[config.mk]
export PLATFORM = sky130hd
export DESIGN_NAME = sync_fifo
export DESIGN_NICKNAME = d
export VERILOG_FILES = /design/src/rtl/fifo_pkg.sv /design/src/rtl/fifo_ram_reg.sv /design/src/rtl/sync_fifo.sv
export SDC_FILE = /design/constraint.sdc
export NUM_CORES = 1
export LEC_CHECK = 0
export BUFFER_PORTS_ARGS = -buffer_cell sky130_fd_sc_hd__buf_2
export CAP_MARGIN = 20
export CORE_MARGIN = 1
export CORE_UTILIZATION = 59
export CTS_CLUSTER_SIZE = 10
export DETAILED_ROUTE_END_ITERATION = 12
export PLACE_DENSITY = 0.86
export SYNTH_ARGS = -nofsm -noshare
export SYNTH_HDL_FRONTEND = slang
export SYNTH_HIERARCHICAL = 1
export SYNTH_SLANG_ARGS = --single-unit
[constraint.sdc]
create_clock -name wclk -period 2.5 [get_ports wclk]
set_input_delay 0.375 -clock wclk [delete_from_list [all_inputs] [get_ports wclk]]
set_output_delay 0.375 -clock wclk [all_outputs]
set_load 0.005 [all_outputs]
[src/rtl/fifo_pkg.sv]
// Shared FIFO constants: default widths, depth derivation and pointer width.
package fifo_pkg;

    localparam int DEF_ADDR_SIZE = 3;
    localparam int DEF_DATA_SIZE = 8;
    localparam int DEF_DEPTH     = 1 << DEF_ADDR_SIZE;
    localparam int DEF_PTR_W     = DEF_ADDR_SIZE + 1;

    function automatic int fifo_depth(input int addr_size);
        return 1 << addr_size;
    endfunction

    // Pointers carry one extra wrap bit above the RAM address.
    function automatic int fifo_ptr_w(input int addr_size);
        return addr_size + 1;
    endfunction

endpackage

[src/rtl/fifo_ram_reg.sv]
// Simple dual-port RAM: synchronous write, registered read with enable.
// Only the read output register is reset; the array itself is not.
module fifo_ram_reg
    import fifo_pkg::*;
#(
    parameter int ADDR_SIZE = DEF_ADDR_SIZE,
    parameter int DATA_SIZE = DEF_DATA_SIZE
) (
    input  logic                 clk_i,
    input  logic                 rst_ni,
    input  logic                 we_i,
    input  logic [ADDR_SIZE-1:0] waddr_i,
    input  logic [DATA_SIZE-1:0] wdata_i,
    input  logic                 re_i,
    input  logic [ADDR_SIZE-1:0] raddr_i,
    output logic [DATA_SIZE-1:0] rdata_o
);

    localparam int DEPTH = fifo_depth(ADDR_SIZE);

    logic [DATA_SIZE-1:0] mem_q [DEPTH];
    logic [DATA_SIZE-1:0] rdata_q;

    always_ff @(posedge clk_i) begin
        if (we_i) begin
            mem_q[waddr_i] <= wdata_i;
        end
    end

    always_ff @(posedge clk_i) begin
        if (!rst_ni) begin
            rdata_q <= '0;
        end else if (re_i) begin
            rdata_q <= mem_q[raddr_i];
        end
    end

    assign rdata_o = rdata_q;

endmodule

[src/rtl/sync_fifo.sv]
// Single-clock FIFO with occupancy count, full/empty and almost flags.
// Optional sticky overflow/underflow flags are built when SYNC_FIFO_ERR_EN is defined.
module sync_fifo
    import fifo_pkg::*;
#(
    parameter int ADDR_SIZE     = DEF_ADDR_SIZE,
    parameter int DATA_SIZE     = DEF_DATA_SIZE,
    parameter int AFULL_THRESH  = 6,
    parameter int AEMPTY_THRESH = 1
) (
    input  logic                 wclk,
    input  logic                 wrst_n,
`ifdef SYNC_FIFO_ERR_EN
    input  logic                 err_clr,
    output logic                 overflow,
    output logic                 underflow,
`endif
    input  logic                 wr_en,
    input  logic [DATA_SIZE-1:0] wdata,
    input  logic                 rd_en,
    output logic [DATA_SIZE-1:0] rdata,
    output logic                 rvalid,
    output logic                 wfull,
    output logic                 rempty,
    output logic                 almost_full,
    output logic                 almost_empty,
    output logic [ADDR_SIZE:0]   count
);

    localparam int PTR_W = fifo_ptr_w(ADDR_SIZE);
    localparam logic [PTR_W-1:0] AFULL_C  = PTR_W'(AFULL_THRESH);
    localparam logic [PTR_W-1:0] AEMPTY_C = PTR_W'(AEMPTY_THRESH);

    logic [PTR_W-1:0] wptr_q, wptr_d;
    logic [PTR_W-1:0] rptr_q, rptr_d;
    logic [PTR_W-1:0] count_q, count_d;
    logic             rvalid_q, rvalid_d;
    logic             wr_accept, rd_accept;

    // Handshake: wr_en/rd_en are requests, accepted at a rising edge only while
    // !wfull / !rempty; rvalid is high the cycle after an accepted read and marks
    // the popped word on rdata. Rejected requests change no state.
    assign rempty    = (wptr_q == rptr_q);
    assign wfull     = (wptr_q[PTR_W-1] != rptr_q[PTR_W-1]) &&
                       (wptr_q[PTR_W-2:0] == rptr_q[PTR_W-2:0]);
    assign wr_accept = wr_en && !wfull;
    assign rd_accept = rd_en && !rempty;

    always_comb begin
        wptr_d   = wptr_q;
        rptr_d   = rptr_q;
        count_d  = count_q;
        rvalid_d = rd_accept;
        if (wr_accept) begin
            wptr_d = wptr_q + 1'b1;
        end
        if (rd_accept) begin
            rptr_d = rptr_q + 1'b1;
        end
        case ({wr_accept, rd_accept})
            2'b10:   count_d = count_q + 1'b1;
            2'b01:   count_d = count_q - 1'b1;
            default: count_d = count_q;
        endcase
    end

    always_ff @(posedge wclk) begin
        if (!wrst_n) begin
            wptr_q   <= '0;
            rptr_q   <= '0;
            count_q  <= '0;
            rvalid_q <= 1'b0;
        end else begin
            wptr_q   <= wptr_d;
            rptr_q   <= rptr_d;
            count_q  <= count_d;
            rvalid_q <= rvalid_d;
        end
    end

    fifo_ram_reg #(
        .ADDR_SIZE (ADDR_SIZE),
        .DATA_SIZE (DATA_SIZE)
    ) u_ram (
        .clk_i   (wclk),
        .rst_ni  (wrst_n),
        .we_i    (wr_accept),
        .waddr_i (wptr_q[PTR_W-2:0]),
        .wdata_i (wdata),
        .re_i    (rd_accept),
        .raddr_i (rptr_q[PTR_W-2:0]),
        .rdata_o (rdata)
    );

    assign rvalid       = rvalid_q;
    assign count        = count_q;
    assign almost_full  = (count_q >= AFULL_C);
    assign almost_empty = (count_q <= AEMPTY_C);

`ifdef SYNC_FIFO_ERR_EN
    logic overflow_q, overflow_d;
    logic underflow_q, underflow_d;

    // A set condition in the same cycle as err_clr wins.
    always_comb begin
        overflow_d  = overflow_q;
        underflow_d = underflow_q;
        if (wr_en && wfull) begin
            overflow_d = 1'b1;
        end else if (err_clr) begin
            overflow_d = 1'b0;
        end
        if (rd_en && rempty) begin
            underflow_d = 1'b1;
        end else if (err_clr) begin
            underflow_d = 1'b0;
        end
    end

    always_ff @(posedge wclk) begin
        if (!wrst_n) begin
            overflow_q  <= 1'b0;
            underflow_q <= 1'b0;
        end else begin
            overflow_q  <= overflow_d;
            underflow_q <= underflow_d;
        end
    end

    assign overflow  = overflow_q;
    assign underflow = underflow_q;
`else
    // Without error flags, rejected requests are silently dropped.
`endif

endmodule

==> summary.md <==
| Metric | Value |
|---|---|
| Outcome | finished clean |
| Critical path depth | 7 |
| Setup WS pre-CTS | 0.303 ns |
| Reg2reg start | wptr_q[0] |
| Slew @ Worst Pin | 0.692 ns |
| GRT Util Overall | 22.7% |
| CTS resizes | 0 |
| First-pass GRT wire length | 10200 µm |
| Hpwl dp | 3980 µm |
| Worst Setup SP | wptr_q[0] |
| DR vias/cell | 5.84 |
| Starting Density | 63.0% |
| Most frequent cells in the layout | edfxtp_1 (64), buf_2 (28), dfxtp_1 (20) |
| # rows | 27 |
| Area share of the largest cell type after synthesis | a little over half |
| Avg WL per Cell | between 15 and 20 µm |
| Max-Cap Viols | 0 |
| Crit path kind | reg -> reg |
| Layout Nets | 308 |
| Cts bufs inserted | 9 |
| Final WL | between 6000 and 7000 µm |
| Layout Skew | 0.00822 ns |
| Crit end category | flip-flop |
| Avg Synthesized Cell Area | roughly 14 µm² |
| Core box area | 0.00568 mm² |
| Int Pwr | 2350 µW |
| R2R depth | 7 |
| WP data required | approximately 2.8 ns |
| Die area | 0.00637 mm² |
| CTS sink cnt | 85 |
| Seq/Total Area, Yosys | 65.5% |
| Placer Congestion | 0.746 |
| Synthesis-stage register bit count | 85 |
| Fin crit share | 88.9% |
| Clock network power share | 28.6% |
| Switching share of power | 26.5% |
| Buffers on Ports | 28 |
| Overall Power | 3190 µW |
| Post-Syn Instances | ~250 |
| CP bufs+invs | 0 |
| Cell Pwr Density | 801 mW/mm² |
| Clock Pin Slew Worst Setup and Hold Paths | 0.08 ns |
| Crit-path max FO | 9 |
| Critical Path, Cell by Cell | xnor2_2, a41o_2, ha_1, or4b_1, a21oi_2, xor2_1, and2_1 |
| Setup TNS | 0 ns |
| Total number of vias | 2139 |
| Layout cells sized above 1 | between 20% and 30% |
| Io pins | 29 |
| Clock Latency Late Sink | 0.35 ns |
| Slew headroom | 53.8% |
| CP endpoint | count[3] |
| CTS tree | built |
| Endpoints failing hold | 0 |
| Crit start category | flip-flop |
| P&R area growth vs syn | 11.5% |
| Slowest CP cell | dfxtp_1 |
| Reg power frac | 52.2% |
| Final setup fails | 0 |
| # fillers | about 370 |
| Reg-to-reg slack, setup | 0.28 ns |
| Fmax | roughly 450 MHz |
| Yosys warns | 6 |
| Syn nets | 267 |
| Vias in the first global route | approximately 2.0k |
| Worst path arrival time | between 2 and 3 ns |
| Largest net degree at the start of global routing | 36 |
| Clock Path Buffers | 2 |
| Worst setup slack after layout | 0.277 ns |
| Detail Route Antenna Nets | 0 |
| Global route overflow | 0 |
| Remaining DRCs | 0 |
| IR drop worst, VDD | 503 µV |
| N_diodes | 0 |
| CP max stage delay | 0.55 ns |
| Fin. max-slew vios | 0 |
| Commonest non-fill, non-tap cell in the layout | edfxtp_1 |
| Setup repair bufs after CTS | 0 |
| Synth area leader | edfxtp_1 |
| RSZ-0062 raised after global routing | no |
| Fin crit period | 2.22 ns |
| Clk root buf | clkbuf_8 |
| Antenna violations before repair | 0 |
| Hold Path Class | in -> reg |
| Initial detailed-routing violation count | 180 |
| Yosys cell types | 38 |
| CTS Hold Bufs | 0 |
| Cell Area, Synth | roughly 0.0036 mm² |
| Lkg Pwr | 0.00145 µW |
| H-Tree Depth | 3 |
| Drt first pass iters | 4 |
| Synth area leaders | edfxtp_1 (54%), dfxtp_1 (12%), mux2i_1 (5.0%) |
| Die Span X | 79.8 µm |
| Sw power | 846 µW |
| Reg-to-Reg End | count[3] |
| Die Y | 79.8 µm |
| Top delay family on crit path | simple AND/OR/NAND/NOR gates |
| Combinational share of power | 19.2% |
state kept, by name, summed over array words and instances, names as in the netlist:
name / cells
u_ram/mem_q: 64
u_ram/rdata_o: 8
count: 4
rptr_q: 4
wptr_q: 4
rvalid: 1
cells in the mapped netlist, drive strengths merged:
| master | n |
|---|---|
| nor2 | 15 |
| a221o | 7 |
| a41o | 1 |
| a31oi | 2 |
| mux2i | 18 |
| xor2 | 5 |
| nand2 | 10 |
| nor2b | 1 |
| ha | 7 |
| edfxtp | 64 |
| nand3 | 3 |
| clkbuf | 3 |
| mux2 | 16 |
| nand4b | 1 |
| o21a | 1 |
| dfxtp | 21 |
| a21oi | 11 |
| a211oi | 1 |
| buf | 5 |
| a22oi | 1 |
| nand4 | 2 |
| and2 | 4 |
| xnor2 | 5 |
| o22ai | 7 |
| o21ai | 12 |
| or3 | 3 |
| nand2b | 6 |
| nor3 | 3 |
| inv | 9 |
| or4b | 1 |
| and3 | 1 |
| a41oi | 1 |
| o221ai | 1 |
power groups by stage:
stage	Clock (µW)	Combinational, µW	Sequential (µW)
6_report	913	612	1670
2_1_floorplan	0	476	1700
4_1_cts	925	614	1670
5_1_grt	992	685	1680
3_5_place_dp	0	609	1700
3_3_place_gp	0	600	1690
cell families after synthesis:
kind of cell,after synthesis,synth area share (%)
AO/OA/AOI/OAI,45,8.61
XOR/XNOR,10,3.08
adder cells (fa/ha/maj),7,2.45
buffers and inverters,17,3.12
flip-flops,85,65.5
multiplexers,34,10.1
AND/OR/NAND/NOR,50,7.11
worst min-delay path by stage:
stage / startpoint / endpoint / slack (ns) / cells after the start
2_1_floorplan: wdata[0] / u_ram/mem_q[0][0] / 0.47 / 0
3_3_place_gp: u_ram/rdata_o[2] / u_ram/rdata_o[2] / 0.50 / 2
3_5_place_dp: u_ram/rdata_o[2] / u_ram/rdata_o[2] / 0.51 / 2
4_1_cts: wdata[5] / u_ram/mem_q[7][5] / 0.28 / 1
5_1_grt: wdata[5] / u_ram/mem_q[0][5] / 0.28 / 1
6_report: wdata[5] / u_ram/mem_q[7][5] / 0.29 / 1
worst reg2reg max path, stage by stage, from the launching register on:
cell and delay [ns]:
dfxtp_1 0.55, xnor2_2 0.19, a41o_2 0.29, ha_1 0.24
or4b_1 0.47, a21oi_2 0.16, xor2_1 0.15, and2_1 0.13
metal layers:
metal	share of wire, %	vias to the layer above	global-route usage [%]
li1	-	1016	-
met1	43	1043	28.4
met2	49	67	37.9
met3	5.5	13	5.83
met4	1.7	0	8.75
met5	0	-	0
area by class of cell:
cell class	instances	area (µm²)	share of cell area [%]
clock buffer	11	131	3.30
clock inverter	5	51.3	1.29
inverter	9	33.8	0.848
multi-input combinational	146	1120	28.1
sequential	85	2340	58.8
tap	72	90.1	2.26
timing repair buffer	38	215	5.40
per-stage QoR:
step | instances | util (%) | hold slack, ns | instance area, µm²
6_report | 366 | 70.2 | 0.290 | 3990
5_1_grt | 366 | 70.2 | 0.282 | 3990
4_1_cts | 366 | 70.2 | 0.283 | 3990
3_5_place_dp | 350 | 67.0 | 0.511 | 3800
3_3_place_gp | 350 | 67.0 | 0.501 | 3800
2_1_floorplan | 248 | - | 0.474 | 3570
Power figures use the tool's default switching activity.
